[config.mk]
export PLATFORM = sky130hd
export DESIGN_NAME = b01_word_sink
export DESIGN_NICKNAME = d
export VERILOG_FILES = /design/src/rtl/b01_pkg.sv /design/src/rtl/b01_sink_fifo.sv /design/src/rtl/b01_word_sink.sv
export SDC_FILE = /design/constraint.sdc
export NUM_CORES = 1
export LEC_CHECK = 0
export CAP_MARGIN = 20
export CORE_MARGIN = 5
export CORE_UTILIZATION = 42
export CTS_CLUSTER_SIZE = 25
export DETAILED_ROUTE_END_ITERATION = 8
export PLACE_DENSITY = 0.69
export SYNTH_ARGS = -nofsm -noshare
export SYNTH_HDL_FRONTEND = slang
export SYNTH_HIERARCHICAL = 1
export SYNTH_SLANG_ARGS = --single-unit
export TNS_END_PERCENT = 5
[constraint.sdc]
create_clock -name clock -period 4.4 [get_ports clock]
set_input_delay 1.1 -clock clock [delete_from_list [all_inputs] [get_ports clock]]
set_output_delay 1.1 -clock clock [all_outputs]
set_load 0.02 [all_outputs]
[src/rtl/b01_pkg.sv]
// Shared types and constants for the b01 word sink: default geometry, word record,
// assembler state encoding and the drop counter ceiling.
package b01_pkg;

  localparam int WIDTH_DEFAULT = 8;
  localparam int DEPTH_DEFAULT = 4;

  localparam logic [7:0] DROP_MAX = 8'd255;

  // Word record at the default width; the top level carries the same {data, ovf}
  // layout through the FIFO for any WIDTH.
  typedef struct packed {
    logic [WIDTH_DEFAULT-1:0] data;
    logic                     ovf;
  } word_t;

  typedef enum logic {
    EMPTY_W = 1'b0,
    FILL    = 1'b1
  } asm_state_t;

endpackage

[src/rtl/b01_sink_fifo.sv]
// Parameterised synchronous show-ahead FIFO; the head word is read straight from storage.
// Pointers carry one extra MSB so full and empty are distinguishable.
module b01_sink_fifo #(
  parameter int DW    = 9,
  parameter int DEPTH = 4
) (
  input  logic          clock,
  input  logic          reset,
  input  logic          push,
  input  logic [DW-1:0] wr_data,
  input  logic          pop,
  output logic [DW-1:0] rd_data,
  output logic          full,
  output logic          empty
);

  localparam int AW = $clog2(DEPTH);

  logic [DW-1:0] mem [DEPTH];
  logic [AW:0]   wptr;
  logic [AW:0]   rptr;
  logic          do_pop;
  logic          do_push;

  assign empty   = (wptr == rptr);
  assign full    = (wptr[AW] != rptr[AW]) && (wptr[AW-1:0] == rptr[AW-1:0]);
  assign do_pop  = pop && !empty;
  // A pop frees the slot on the same edge, so a full FIFO still accepts the push.
  assign do_push = push && (!full || do_pop);
  assign rd_data = mem[rptr[AW-1:0]];

  always_ff @(posedge clock) begin
    if (reset) begin
      wptr <= '0;
      rptr <= '0;
      for (int i = 0; i < DEPTH; i++) mem[i] <= '0;
    end else begin
      if (do_push) begin
        mem[wptr[AW-1:0]] <= wr_data;
        wptr              <= wptr + (AW+1)'(1);
      end
      if (do_pop) rptr <= rptr + (AW+1)'(1);
    end
  end

endmodule

[src/rtl/b01_word_sink.sv]
// Packs b01's serial OUTP stream LSB-first into WIDTH-bit words tagged with a sticky
// overflow flag, buffers them in a show-ahead FIFO and counts words lost to a full FIFO.
module b01_word_sink
  import b01_pkg::*;
#(
  parameter int WIDTH = WIDTH_DEFAULT,
  parameter int DEPTH = DEPTH_DEFAULT
) (
  input  logic             clock,
  input  logic             reset,
  input  logic             bit_valid,
  input  logic             outp,
  input  logic             overflw,
  input  logic             frame_start,
  output logic             out_valid,
  input  logic             out_ready,
  output logic [WIDTH-1:0] out_data,
  output logic             out_ovf,
  output logic [7:0]       drop_cnt
);

  localparam int IDXW = $clog2(WIDTH);

  logic [WIDTH-1:0] sr;
  logic [WIDTH-1:0] sr_new;
  logic [IDXW-1:0]  idx;
  logic             ovf_acc;
  asm_state_t       state;

  logic             last_bit;
  logic             complete;
  logic             pop;
  logic             drop;
  logic             fifo_full;
  logic             fifo_empty;
  logic [WIDTH:0]   fifo_rd;

  always_comb begin
    sr_new      = sr;
    sr_new[idx] = outp;
  end

  assign last_bit  = (idx == IDXW'(WIDTH - 1));
  assign complete  = bit_valid && !frame_start && (state == FILL) && last_bit;
  assign pop       = out_valid && out_ready;
  assign drop      = complete && fifo_full && !pop;

  assign out_valid = !fifo_empty;
  assign out_data  = fifo_rd[WIDTH:1];
  assign out_ovf   = fifo_rd[0];

  b01_sink_fifo #(
    .DW    (WIDTH + 1),
    .DEPTH (DEPTH)
  ) u_fifo (
    .clock   (clock),
    .reset   (reset),
    .push    (complete),
    .wr_data ({sr_new, ovf_acc | overflw}),
    .pop     (pop),
    .rd_data (fifo_rd),
    .full    (fifo_full),
    .empty   (fifo_empty)
  );

  // frame_start realigns unconditionally; a bit arriving with it becomes bit 0.
  always_ff @(posedge clock) begin
    if (reset) begin
      sr       <= '0;
      idx      <= '0;
      ovf_acc  <= 1'b0;
      state    <= EMPTY_W;
      drop_cnt <= '0;
    end else begin
      if (drop && (drop_cnt != DROP_MAX)) drop_cnt <= drop_cnt + 8'd1;

      if (frame_start) begin
        sr      <= bit_valid ? {{(WIDTH-1){1'b0}}, outp} : '0;
        idx     <= bit_valid ? IDXW'(1) : '0;
        ovf_acc <= bit_valid & overflw;
        state   <= bit_valid ? FILL : EMPTY_W;
      end else if (bit_valid) begin
        if (complete) begin
          sr      <= '0;
          idx     <= '0;
          ovf_acc <= 1'b0;
          state   <= EMPTY_W;
        end else begin
          sr      <= sr_new;
          idx     <= idx + IDXW'(1);
          ovf_acc <= ovf_acc | overflw;
          state   <= FILL;
        end
      end
    end
  end

endmodule
* After elaboration in Yosys (flattened, before gate mapping)
Memories as Yosys holds them, arrays and structs flattened. A register that Yosys moved wholly into a read port is not among the register bits.
Index checks and enable logic that the tools add are counted.
** Word-level totals
- Register bits :: 27
- Memory bits (writable) :: 36
- Input port bits :: 7
- Output and inout bits :: 18
- Logic and storage cells :: 67
- Memories :: 1
** Operators by class
- Add/sub/neg operators :: 4
- Order comparisons :: 2
- Equal/unequal tests :: 5
- Multiplexer cells :: 28
- Bitwise logic cells :: 2
- Reductions and logical operators :: 18
** Memories
- u_fifo.mem :: depth 4, width 9, rd ports 1, clocked after Yosys merged registers in 1, wr ports 4, line b01_sink_fifo.sv:19 : logic [DW-1:0] mem [DEPTH];
** Operators with widths (number)
- two-way mux 8 bit :: 3
- two-way mux 1 bit :: 16
- logical AND 1 bit :: 11
- adder 3 x 1 -> 3 bit, second input constant :: 3
- two-way mux 3 bit :: 3
- two-way mux 9 bit :: 1
- OR reduction 9 bit :: 1
- adder 8 x 1 -> 8 bit, second input constant :: 1
- bitwise mux 8 bit :: 1
- != test 8 bit, second input constant :: 1
- two-way mux 2 bit :: 3
- logical NOT 1 bit :: 4
- less-than comparator 3 x 4 -> 1 bit, second input constant :: 1
- demux 1 bit (select 3 bit) :: 1
- == test 3 bit :: 1
- == test 3 bit, second input constant :: 1
- greater-or-equal comparator 3 x 1 -> 1 bit, second input constant :: 1
- == test 2 bit :: 1
- nonzero test 2 bit :: 1
- AND 1 bit :: 1
- logical OR 1 bit :: 1
- != test 1 bit :: 1
- bitwise OR 1 bit :: 1

* Longest topological paths before layout
- Depth in word-level cells :: 11
- Gate-level depth with buffers :: 10

* Hierarchy
The synthesis kept the hierarchy.
** Modules (own cells, without submodules)
- b01_sink_fifo :: instances 1, cells an instance 156, area each 2063.2 um^2
- b01_word_sink :: instances 1, cells an instance 120, area each 1086.0 um^2

* Worst setup path after synthesis
No wires, ideal clock.
- Kind :: input to register
- Start point :: in frame_start
- End point :: mem u_fifo.mem[0][0] (enable)
- Arrival time :: 2.611 ns
- Data required time :: 4.023 ns
- Path slack :: 1.412 ns
- Cell stages on the path :: 8
- Cells stage by stage :: buf_6 and4b_1 buf_6 nor2b_1 o41ai_2 buf_4 buf_6 o21bai_1
** RTL lines
- from (decl) :: line b01_word_sink.sv:14 : input logic frame_start,
- to (decl) :: line b01_sink_fifo.sv:19

==> flow_metrics.tcl <==
set metrics [dict create \
    initial_utilization_pct 43.19 \
    cts_tree "yes" \
    diodes 0 \
    cts_setup_buffers 0 \
    p_comb_share_pct 6.5 \
    h-tree-depth 3 \
    hold_viol 0 \
    crit_arrival_ns 3.53 \
    layout.nets 308 \
    hpwl_um 4320 \
    skew_ns 0.006274 \
    synth_largest_area_cell "edfxtp_1" \
    required_ns 4.50 \
    ant_nets 0 \
    power_leakage_nw 1.244 \
    viasPerCell 5.343 \
    nFillCells 681 \
    synthFlopType "edfxtp_1" \
    layout.cells.non_filler 400 \
    grtUsageTotal_pct 14.48 \
    slew_headroom_pct 29.94 \
    grt_max_degree 39 \
    crit_type "reg -> reg" \
    crit_fanout 22 \
    hold_class "reg -> reg" \
    antenna_found_initial 0 \
    synth_edf_count 36 \
    grt_pass1_wl_um 10110 \
    end_kind "register" \
    setup_violations 0 \
    async_flop_share_pct 0 \
    cts.sinks 65 \
    finalMaxSlewViolations 0 \
    die_area_um2 9330 \
    yosysSeqAreaShare_pct 52.76 \
    rows 31 \
    fin_crit_sh_pct 77.99 \
    overflow 0 \
    area_delta_synth_final_pct 15.85 \
    pre_cts_slack_ns 0.6790 \
    cts_root_buf "clkbuf_8" \
    grt_setup_unrepaired "false" \
    clk_latency_ns 0.34 \
    die_w_um 96.59 \
    cts_resized 0 \
    ctsHoldBuffers 0 \
    worstMarginPinSlew_ns 1.047 \
    firstDrtPassIters 4 \
    netlist_area_um2 3149 \
    p_sw_share_pct 23.89 \
    ir_worst_vdd_mv 0.1799 \
    grt_pass1_vias 2077 \
    post_drt_wl_per_cell_um 15.44 \
    core_area_um2 7292 \
    io_pins 25 \
    status "completed" \
    setup_tns_ns 0 \
    dp_cells 384 \
    fin_ws_ns 0.9685 \
    synth_cell_types 44 \
    path_clk_slew_ns 0.07 \
    drc 0 \
    ys_ff_latch 65 \
    drt_wl_total_um 6175 \
    synth_top_area_share_pct 34.33 \
    fmax_mhz 291.4 \
    io_buffers 24 \
    postSynthAreaPerCell_um2 11.41 \
    drv_cap 0 \
    p_int_mw 0.9570 \
    vias 2137 \
    cts_inserted_buffers 9 \
    drive_gt1_share_pct 15.61 \
    synth_cells 276 \
    die_h_um 96.59 \
    synth_fp_nets 288 \
    fin_crit_ns 3.432 \
    clockPowerShare_pct 40.5 \
    drt_iter0_drc 135 \
    power_frac_seq_pct 53.0 \
    synth_warnings 6 \
    switching_power_mw 0.3004 \
    synthTopCellsByArea "edfxtp_1 34%, dfxtp_1 18%, mux4_2 6.4%" \
    worstSetupStartpointType "register" \
    powerDensity_nw_per_um2 344.6 \
    cts_buffer_depth 2 \
    place.gp.congestion 0.7539 \
]
## synthesized netlist by cell type (2+ instances only)
library cell,count
o21bai_1,3
buf_2,5
or2_2,2
xnor2_1,3
nor2b_1,5
or3_1,4
nor3_1,32
ha_1,5
nor2_1,25
inv_1,17
o31ai_1,3
nand3_1,6
buf_1,4
o21ai_0,4
a22oi_1,9
mux4_2,9
nand2b_1,7
a21oi_1,8
clkbuf_1,6
nor3b_1,3
dfxtp_1,29
mux2_2,11
xor2_1,4
buf_6,4
a31oi_1,2
mux2i_1,4
edfxtp_1,36
or4_1,2
nand3b_1,3
nand2_1,6
nand4_1,2
## sequential cells by signal, indices dropped and copies added (netlist names), named ones only
signal	flops
drop_cnt	8
u_fifo/rptr	3
idx	3
u_fifo/wptr	3
u_fifo/mem	36
ovf_acc	1
sr	8
state	1
## final cells by class
cell class / instances / area [µm²] / area share (%)
inverter: 17 / 63.81 / 1.749
clock inverter: 7 / 77.57 / 2.126
sequential: 65 / 1662 / 45.54
multi-input combinational: 174 / 1320 / 36.18
tap: 99 / 123.9 / 3.395
timing repair buffer: 29 / 277.8 / 7.613
clock buffer: 9 / 123.9 / 3.395
## per-layer routing
layer / GRT usage, % / wire [µm] / up-vias
li1: - / - / 1052
met5: 0 / 0 / -
met1: 19.53 / 2852 / 1028
met4: 3.505 / 46 / 0
met3: 4.802 / 324 / 5
met2: 22.59 / 2952 / 52
## final timing paths
| check | slack [ns] | to | depth (start not counted) | startpoint |
|---|---|---|---|---|
| min | 0.49 | sr[0]$_SDFFE_PP0P_ | 2 | sr[0]$_SDFFE_PP0P_ |
| max reg2reg | 0.97 | u_fifo/mem[0][7]$_SDFFCE_PN0P_ | 9 | u_fifo/rptr[2]$_SDFFE_PP0N_ |
| max | 0.97 | u_fifo/mem[0][7]$_SDFFCE_PN0P_ | 9 | u_fifo/rptr[2]$_SDFFE_PP0N_ |
| min reg2reg | 0.49 | sr[0]$_SDFFE_PP0P_ | 2 | sr[0]$_SDFFE_PP0P_ |
## stage by stage
stage	area (µm²)	hold WS [ns]	utilization, %	total power [mW]
floorplan	3149	0.4552	-	0.7289
global placement	3447	0.4672	47.27	0.7606
detailed placement	3447	0.4715	47.27	0.7622
CTS	3649	0.4867	50.03	1.270
global route	3649	0.5340	50.03	1.303
finish	3649	0.4892	50.03	1.257
## critical path: stages (launching register included)
cell and delay, ns:
dfxtp_1 0.35, xnor2_1 0.52, nand3_1 0.18, inv_1 0.10, nand2b_1 0.16, inv_1 0.13, o41ai_4 0.99, buf_4 0.36
o21bai_1 0.19, buf_4 0.21
## cell usage in the layout, fill, tap and decap left out, types with 2 or more instances in the layout
master and instances:
nor2b_1 5, a22oi_1 9, clkinv_4 2, mux4_2 9
nand4_1 2, or2_2 2, nor2_1 25, clkdlybuf4s50_1 24
nand2_1 6, buf_4 5, o21ai_0 4, or4_1 2
edfxtp_1 36, nand2b_1 7, nor3_1 32, nand3b_1 3
mux2i_1 4, clkbuf_8 9, or3_1 4, ha_1 5
inv_1 17, inv_6 2, o21bai_1 3, nand3_1 6
a31oi_1 2, mux2_2 11, o31ai_1 3, a21oi_1 8
xor2_1 4, xnor2_1 3, nor3b_1 3, dfxtp_1 29
## kinds of logic (layout without fill, tap and decap cells)
group	Yosys count	after routing	share of synthesized area (%)
adder cells (fa/ha/maj)	5	5	1.986
multiplexers	25	25	12.00
AND/OR/NAND/NOR	100	100	16.53
buffers and inverters	37	62	5.681
AO/OA/AOI/OAI	37	37	9.098
flip-flops	65	65	52.76
XOR/XNOR	7	7	1.947
## power by group through the flow
| stage | clock network, mW | logic (mW) | registers [mW] |
|---|---|---|---|
| 2_1_floorplan | 0 | 0.0547 | 0.674 |
| 3_3_place_gp | 0 | 0.0804 | 0.680 |
| 3_5_place_dp | 0 | 0.0814 | 0.681 |
| 4_1_cts | 0.521 | 0.0819 | 0.667 |
| 5_1_grt | 0.546 | 0.0888 | 0.668 |
| 6_report | 0.510 | 0.0811 | 0.667 |
No activity file was read; power rests on OpenSTA's default activity.
